[config.mk]
export PLATFORM = sky130hd
export DESIGN_NAME = alu_scheduler
export DESIGN_NICKNAME = d
export VERILOG_FILES = /design/src/rtl/alu_sched_pkg.sv /design/src/rtl/alu_rr_arb.sv /design/src/rtl/alu_scheduler.sv
export SDC_FILE = /design/constraint.sdc
export NUM_CORES = 1
export LEC_CHECK = 0
export CORE_ASPECT_RATIO = 1.5
export CORE_MARGIN = 5
export CORE_UTILIZATION = 36
export DETAILED_ROUTE_END_ITERATION = 7
export HOLD_SLACK_MARGIN = 0.1
export PLACE_DENSITY = 0.74
export SYNTH_ARGS = -nofsm -noshare
export SYNTH_HDL_FRONTEND = slang
export SYNTH_HIERARCHICAL = 1
export SYNTH_SLANG_ARGS = --single-unit
[constraint.sdc]
create_clock -name clk -period 1.7 [get_ports clk]
set_input_delay 0.34 -clock clk [delete_from_list [all_inputs] [get_ports clk]]
set_output_delay 0.34 -clock clk [all_outputs]
set_load 0.03 [all_outputs]
[src/rtl/alu_sched_pkg.sv]
// Shared constants and types for the two-requester ALU scheduler.
`timescale 1ns/1ps
package alu_sched_pkg;

  localparam logic [2:0] ALU_FWD = 3'b000;
  localparam logic [2:0] ALU_ADD = 3'b001;
  localparam logic [2:0] ALU_AND = 3'b010;
  localparam logic [2:0] ALU_OR  = 3'b011;

  localparam int CNT_W = 4;

  typedef enum logic [1:0] {
    IDLE = 2'b00,
    EXEC = 2'b01,
    RESP = 2'b10
  } state_e;

  // Opcodes with the top bit set are reserved and never reach the ALU.
  function automatic logic is_reserved(input logic [2:0] op);
    return op[2];
  endfunction

endpackage

[src/rtl/alu_rr_arb.sv]
// Two-way round-robin arbiter: a lone requester wins, a tie goes to the one not granted last.
`timescale 1ns/1ps
module alu_rr_arb (
  input  logic valid0_i,
  input  logic valid1_i,
  input  logic last_grant_i,
  output logic grant_valid_o,
  output logic grant_idx_o
);

  assign grant_valid_o = valid0_i | valid1_i;
  assign grant_idx_o   = (valid0_i && valid1_i) ? ~last_grant_i : valid1_i;

endmodule

[src/rtl/alu_scheduler.sv]
// Shares one ALU between two requesters; one operation in flight at a time.
// Optional macro ALU_SCHED_ZERO_FLAG_EN adds rsp0_zero/rsp1_zero outputs.
`timescale 1ns/1ps
module alu_scheduler
  import alu_sched_pkg::*;
#(
  parameter int ADD_LAT   = 2,
  parameter int LOGIC_LAT = 1
) (
  input  logic       clk,
  input  logic       reset_n,
  input  logic       req0_valid,
  output logic       req0_ready,
  input  logic [2:0] req0_op,
  input  logic [7:0] req0_a,
  input  logic [7:0] req0_b,
  output logic       rsp0_valid,
  input  logic       rsp0_ready,
  output logic [7:0] rsp0_result,
  output logic       rsp0_err,
  input  logic       req1_valid,
  output logic       req1_ready,
  input  logic [2:0] req1_op,
  input  logic [7:0] req1_a,
  input  logic [7:0] req1_b,
  output logic       rsp1_valid,
  input  logic       rsp1_ready,
  output logic [7:0] rsp1_result,
  output logic       rsp1_err,
`ifdef ALU_SCHED_ZERO_FLAG_EN
  output logic       rsp0_zero,
  output logic       rsp1_zero,
`endif
  output logic [7:0] alu_data1,
  output logic [7:0] alu_data2,
  output logic [2:0] alu_select,
  input  logic [7:0] alu_result
);

  localparam logic [CNT_W-1:0] ADD_CNT   = CNT_W'(ADD_LAT - 1);
  localparam logic [CNT_W-1:0] LOGIC_CNT = CNT_W'(LOGIC_LAT - 1);

  state_e           state_q, state_d;
  logic [CNT_W-1:0] cnt_q, cnt_d;
  logic             gidx_q, gidx_d;
  logic             last_grant_q, last_grant_d;
  logic [2:0]       op_q, op_d;
  logic [7:0]       a_q, a_d;
  logic [7:0]       b_q, b_d;
  logic [7:0]       result_q, result_d;
  logic             err_q, err_d;
`ifdef ALU_SCHED_ZERO_FLAG_EN
  logic             zero_q, zero_d;
`endif

  logic       grant_valid;
  logic       grant_idx;
  logic [2:0] sel_op;
  logic [7:0] sel_a;
  logic [7:0] sel_b;
  logic       sel_rsp_ready;

  alu_rr_arb u_arb (
    .valid0_i      (req0_valid),
    .valid1_i      (req1_valid),
    .last_grant_i  (last_grant_q),
    .grant_valid_o (grant_valid),
    .grant_idx_o   (grant_idx)
  );

  assign sel_op        = grant_idx ? req1_op : req0_op;
  assign sel_a         = grant_idx ? req1_a  : req0_a;
  assign sel_b         = grant_idx ? req1_b  : req0_b;
  assign sel_rsp_ready = gidx_q ? rsp1_ready : rsp0_ready;

  assign req0_ready  = (state_q == IDLE) && grant_valid && !grant_idx;
  assign req1_ready  = (state_q == IDLE) && grant_valid &&  grant_idx;
  assign rsp0_valid  = (state_q == RESP) && !gidx_q;
  assign rsp1_valid  = (state_q == RESP) &&  gidx_q;
  assign rsp0_result = result_q;
  assign rsp1_result = result_q;
  assign rsp0_err    = err_q;
  assign rsp1_err    = err_q;
`ifdef ALU_SCHED_ZERO_FLAG_EN
  assign rsp0_zero   = rsp0_valid & zero_q;
  assign rsp1_zero   = rsp1_valid & zero_q;
`endif

  // The ALU drive registers only change on a legal accept, so they persist outside EXEC.
  assign alu_select = op_q;
  assign alu_data1  = a_q;
  assign alu_data2  = b_q;

  // Next-state and datapath load decisions.
  always_comb begin
    state_d      = state_q;
    cnt_d        = cnt_q;
    gidx_d       = gidx_q;
    last_grant_d = last_grant_q;
    op_d         = op_q;
    a_d          = a_q;
    b_d          = b_q;
    result_d     = result_q;
    err_d        = err_q;
`ifdef ALU_SCHED_ZERO_FLAG_EN
    zero_d       = zero_q;
`endif
    case (state_q)
      IDLE: begin
        if (grant_valid) begin
          gidx_d = grant_idx;
          if (!is_reserved(sel_op)) begin
            op_d    = sel_op;
            a_d     = sel_a;
            b_d     = sel_b;
            cnt_d   = (sel_op == ALU_ADD) ? ADD_CNT : LOGIC_CNT;
            state_d = EXEC;
          end else begin
            result_d = 8'h00;
            err_d    = 1'b1;
`ifdef ALU_SCHED_ZERO_FLAG_EN
            zero_d   = 1'b0;
`endif
            state_d  = RESP;
          end
        end else begin
          state_d = IDLE;
        end
      end
      EXEC: begin
        if (cnt_q == {CNT_W{1'b0}}) begin
          result_d = alu_result;
          err_d    = 1'b0;
`ifdef ALU_SCHED_ZERO_FLAG_EN
          zero_d   = (alu_result == 8'h00);
`endif
          state_d  = RESP;
        end else begin
          cnt_d = cnt_q - {{(CNT_W-1){1'b0}}, 1'b1};
        end
      end
      RESP: begin
        if (sel_rsp_ready) begin
          last_grant_d = gidx_q;
          state_d      = IDLE;
        end else begin
          state_d = RESP;
        end
      end
      default: begin
        state_d = IDLE;
      end
    endcase
  end

  // State and datapath registers; last_grant resets to 1 so requester 0 wins first.
  always_ff @(posedge clk or negedge reset_n) begin
    if (!reset_n) begin
      state_q      <= IDLE;
      cnt_q        <= {CNT_W{1'b0}};
      gidx_q       <= 1'b0;
      last_grant_q <= 1'b1;
      op_q         <= 3'b000;
      a_q          <= 8'h00;
      b_q          <= 8'h00;
      result_q     <= 8'h00;
      err_q        <= 1'b0;
`ifdef ALU_SCHED_ZERO_FLAG_EN
      zero_q       <= 1'b0;
`endif
    end else begin
      state_q      <= state_d;
      cnt_q        <= cnt_d;
      gidx_q       <= gidx_d;
      last_grant_q <= last_grant_d;
      op_q         <= op_d;
      a_q          <= a_d;
      b_q          <= b_d;
      result_q     <= result_d;
      err_q        <= err_d;
`ifdef ALU_SCHED_ZERO_FLAG_EN
      zero_q       <= zero_d;
`endif
    end
  end

endmodule
---- Word level (Yosys, flattened, before mapping) ----
Index checks and enable logic that the tools add are counted.
cells by class
  add/sub/neg operators ................... 1
  eq/ne operators ......................... 8
  muxes and demuxes ....................... 23
  bitwise operators ....................... 3
  reduce and logical (&&, ||, !) cells .... 16
operator list
  operator               number
  $mux W8                5
  $pmux W8 S2            1
  $mux W4                3
  $ne A2 B2 Y1 const B   5
  $mux W2                4
  $pmux W4 S2            1
  $reduce_and A4 Y1      2
  $logic_and A1 B1 Y1    6
  $mux W1                6
  $pmux W2 S3            1
  $logic_not A4 Y1       1
  $reduce_and A2 Y1      2
  $sub A4 B1 Y4 const B  1
  $eq A3 B1 Y1 const B   1
  $mux W3                1
  $reduce_and A3 Y1      1
  $eq A2 B1 Y1 const B   1
  $eq A2 B2 Y1 const B   1
  $logic_not A1 Y1       2
  $logic_not A2 Y1       1
  $not A1 Y1             2
  $pmux W1 S2            1
  $reduce_bool A2 Y1     1
  $or A1 B1 Y1           1
word-level totals
  register bits ........................... 35
  input bits .............................. 52
  output and inout bits ................... 41
  word-level logic and storage cells ...... 60

---- Longest topological paths before layout ----
  word-level depth ........................ 8
  gate-level depth with buffers ........... 7
  gate-level depth less buffers ........... 5

---- Hierarchy ----
Netlist, hierarchy kept.
modules (own cells, without submodules)
  module         times used  cells an instance  area an instance (um^2)  seq. area each (um^2)
  alu_scheduler  1           174                1814.2                   877.1
  alu_rr_arb     1           2                  13.8                     0.0

---- Least setup slack after synthesis ----
OpenSTA, ideal clock, no wires.
  kind .................................... input port to output port
  start ................................... input req1_valid
  end ..................................... output req0_ready
  arrival time ............................ 1.487 ns
  data required time ...................... 1.360 ns
  path slack .............................. -0.127 ns
  stages .................................. 4
  buffers on the path ..................... 1
  cells stage by stage .................... or2_1 -> or3b_2 -> buf_2 -> nor2_1
on the way
  word-level cells in the longest chain between the ends .. 4
  elaborated cells between the ends (all ways) .. 6
  classes of those cells .................. mux: 1; bitwise: 1; reduce/logical: 4
RTL lines
  element                RTL line             RTL
  start: declaration     alu_scheduler.sv:21  input logic req1_valid,
  $logic_and A1 B1 Y1    alu_rr_arb.sv:12     assign grant_idx_o = (valid0_i && valid1_i) ? ~last_grant_i : valid1_i;
  $mux W1                alu_rr_arb.sv:12
  $logic_not A1 Y1       alu_scheduler.sv:76  assign req0_ready = (state_q == IDLE) && grant_valid && !grant_idx;
  $logic_and A1 B1 Y1 *  alu_scheduler.sv:76
  end: declaration       alu_scheduler.sv:13  output logic req0_ready,
Mark *: on every way between the ends. The rest lies on a longest branch, timed or not.

---- Final worst setup path ----
  start ................................... register state_q[1]
  end ..................................... output req0_ready
on the way
  word-level cells in the longest chain between the ends .. 3
RTL lines
  element                            RTL line              RTL
  start: declaration                 alu_scheduler.sv:43   state_e state_q, state_d;
  start signal: assignment           alu_scheduler.sv:172  state_q <= state_d;
  $logic_not A2 Y1                   alu_scheduler.sv:76
  $logic_and A1 B1 Y1 (2 in series)  alu_scheduler.sv:76
Every way passes these cells.

==> flow_summary.ini <==
[run_status]
status = finished with violations
violations = negative setup slack

[timing]
worst_slack_ns = -0.01458
rsz0062_at_grt = yes
max_freq_mhz = 583.2
maxSlewViolCount = 0
min_period_ns = 1.715
period_share_pct = 100.9
finalSetupTns_ns = -0.01458
setup_viol = 1
final-hold-violation-count = 0
fin_worst_skew_ns = 0.003284

[global_routing]
grt_max_degree = 34
grt_pass1_wl_um = 8300
grt_pass1_vias = 1748
antenna_found_initial = 0
track_usage_pct = 16.42
grt_overflow = 0

[route]
wl_um = 5530
drt_iter0_drc = 49
vias = 1768
vias_per_cell = 4.980
ant_nets = 0
drt-pass1-iter-count = 5
wire_per_inst_um = 15.58
route.detailed.drc = 0

[pwr]
p_leak_nw = 1.600
power.density_nw_per_um2 = 1755
ir_drop_uv = 901.1

[critical_path]
critical_path_class = reg -> out
crit-reg2reg-launch = cnt_q[0]
critical_path.startpoint = state_q[1]
cp.arrival_ns = 1.37
critPathLaunchType = flip-flop
required_ns = 1.36
crit_path_max_fanout = 6
cp-end-kind = output pin

[synth]
synth_adder_area_share_pct = 1.369
post-synth-top-area-cell = dfrtp_1
avgSynthCellArea_sq_um = 10.39
synth-edff-count = 0
synth_compound_area_share_pct = 21.56
synthTopCellsByCount = o21ai_0 (44), dfrtp_1 (34), mux2i_1 (19)
synth_xor_area_share_pct = 0
synthMuxAreaShare_pct = 12.46
yosysMostFrequentCell = o21ai_0
synthesis.instances = 176
synth_area_leaders = dfrtp_1 (47%), o21ai_0 (12%), mux2i_1 (10%)
async_flop_share_pct = 100.0
synth-seq-cells = 35
synth-seq-area-share_pct = 47.98
ys_warn_count = 6
synth_top_family_by_area = compound AO/OA/AOI/OAI gates
synth_top_area_share_pct = 46.54
syn_area_sq_um = 1828
syn_nets = 230
synthSimpleGateAreaFrac_pct = 8.008
synthFlopType = dfrtp_1
synth.distinct_cells = 38

[clock_tree]
clk_pin_slew_ns = 0.07
cts_buffers = 5
cts_tree = built
htree_levels = 2
cts_sinks = 35
clockBufferDepth = 2
cts_root_buffer = clkbuf_8
clk_latency_ns = 0.28

[placed_design]
dp_hpwl_um = 4119
gp_congestion = 0.7967
portBuffers = 91
post-place-cells = 337

[die]
die_h_um = 97.28
coreArea_sq_um = 4887
die_x_um = 68.18
die_area_sq_um = 6632
initial_core_util_pct = 37.40
fp-row-count = 31
io_pins = 93

[cells_and_area]
fill_cells = 400
diodes = 0
final_nets = 342
fin_cells = 355
layout-drive-gt1-share_pct = 22.84
syn_to_final_growth_pct = 73.03

[flow_run]
drv_cap = 0

[min_path]
min_path_type = in -> async
==> through the flow <==
stage                     total power (W)  utilization (%)  worst slack (ns)  hold WS, ns  instance area (sq um)
after CTS                        0.005478            62.49          -0.02955       0.3891                   3054
after global routing             0.005927            64.72          -0.05850       0.4080                   3163
after floorplan                  0.003413                -          -0.02223      0.04441                   1833
after detailed placement         0.004808            59.09           -0.4559       0.1493                   2888
after global placement           0.004730            59.09           -0.4156       0.1464                   2888
final                            0.005550            64.72          -0.01458       0.3968                   3163
==> final cells by class <==
type                            count  area [sq um]  share of cell area [%]
Clock buffer                        7         76.32                   2.413
Tap cell                           66         82.58                   2.611
Timing Repair Buffer              127          1244                   39.32
Sequential cell                    35         878.3                   27.77
Multi-Input combinational cell    116         865.8                   27.37
Inverter                            3         11.26                  0.3560
Clock inverter                      1         5.005                  0.1582
==> cells in the final DEF, fill, tap and decap left out, types with 2 or more instances in the layout <==
master / synthesis / routed
or3b_4: 0 / 2
mux2_2: 2 / 2
nor2b_2: 0 / 2
inv_1: 3 / 3
buf_4: 10 / 33
o22ai_1: 2 / 2
dfrtp_1: 34 / 33
nor2b_1: 4 / 2
nor2_1: 4 / 2
buf_2: 6 / 2
clkbuf_8: 0 / 5
a21oi_1: 4 / 3
clkdlybuf4s50_1: 0 / 66
o21ai_1: 1 / 4
nand2_1: 2 / 2
o21ai_0: 44 / 41
clkbuf_1: 4 / 2
dlymetal6s2s_1: 0 / 18
o2bb2ai_1: 8 / 8
buf_6: 2 / 4
mux2i_1: 19 / 19
==> logic make-up after synthesis <==
group,after synthesis
other,1
DFF,35
AOI/OAI and AO/OA,67
muxes,22
buffers and inverters,25
adders and majority gates,2
and+or+nand+nor,24
==> repair_timing <==
| action | in CTS | in global routing |
|---|---|---|
| cloned | 0 | 0 |
| resized for setup | 14 | 33 |
| buffers inserted | 6 | 3 |
| pin swaps | 3 | 5 |
| endpoints found under the setup margin | 35 | 35 |
| endpoints found under the hold margin | 34 | 0 |
| hold buffers | 1 | 0 |
==> worst max-delay path, stage by stage (launching register included) <==
cell,delay (ns)
dfrtp_2,0.46
or3b_4,0.41
nor2_4,0.09
buf_6,0.13
==> sequential cells by signal (all words and copies together) (netlist names), 2 cells and up <==
name and count:
alu_data1 8, alu_data2 8, alu_select 2, cnt_q 4, rsp0_result 8, state_q 2
==> routing by layer <==
layer | up-vias | track usage [%] | wire length [um]
li1 | 851 | - | -
met2 | 59 | 29.87 | 3039
met1 | 853 | 17.19 | 1988
met5 | - | 0 | 0
met3 | 5 | 5.324 | 448
met4 | 0 | 4.594 | 53
==> power by group <==
part	internal, W	leakage [nW]	switching, W
Combinational	0.00159	1.11	0.00190
Sequential	0.00123	0.443	0.000263
Clock	0.000287	0.0422	0.000283
==> final timing paths <==
path	to	slack [ns]	cells after the start
setup / recovery	req0_ready	-0.01	3
hold / removal	rsp0_result[2]	0.40	2
setup reg to reg	cnt_q[3]	0.09	6
hold reg to reg	alu_data2[1]	0.50	2
max in group asynchronous	last_grant_q	0.86	3
min in group clk	alu_data2[1]	0.50	2
Power figures use the tool's default switching activity.
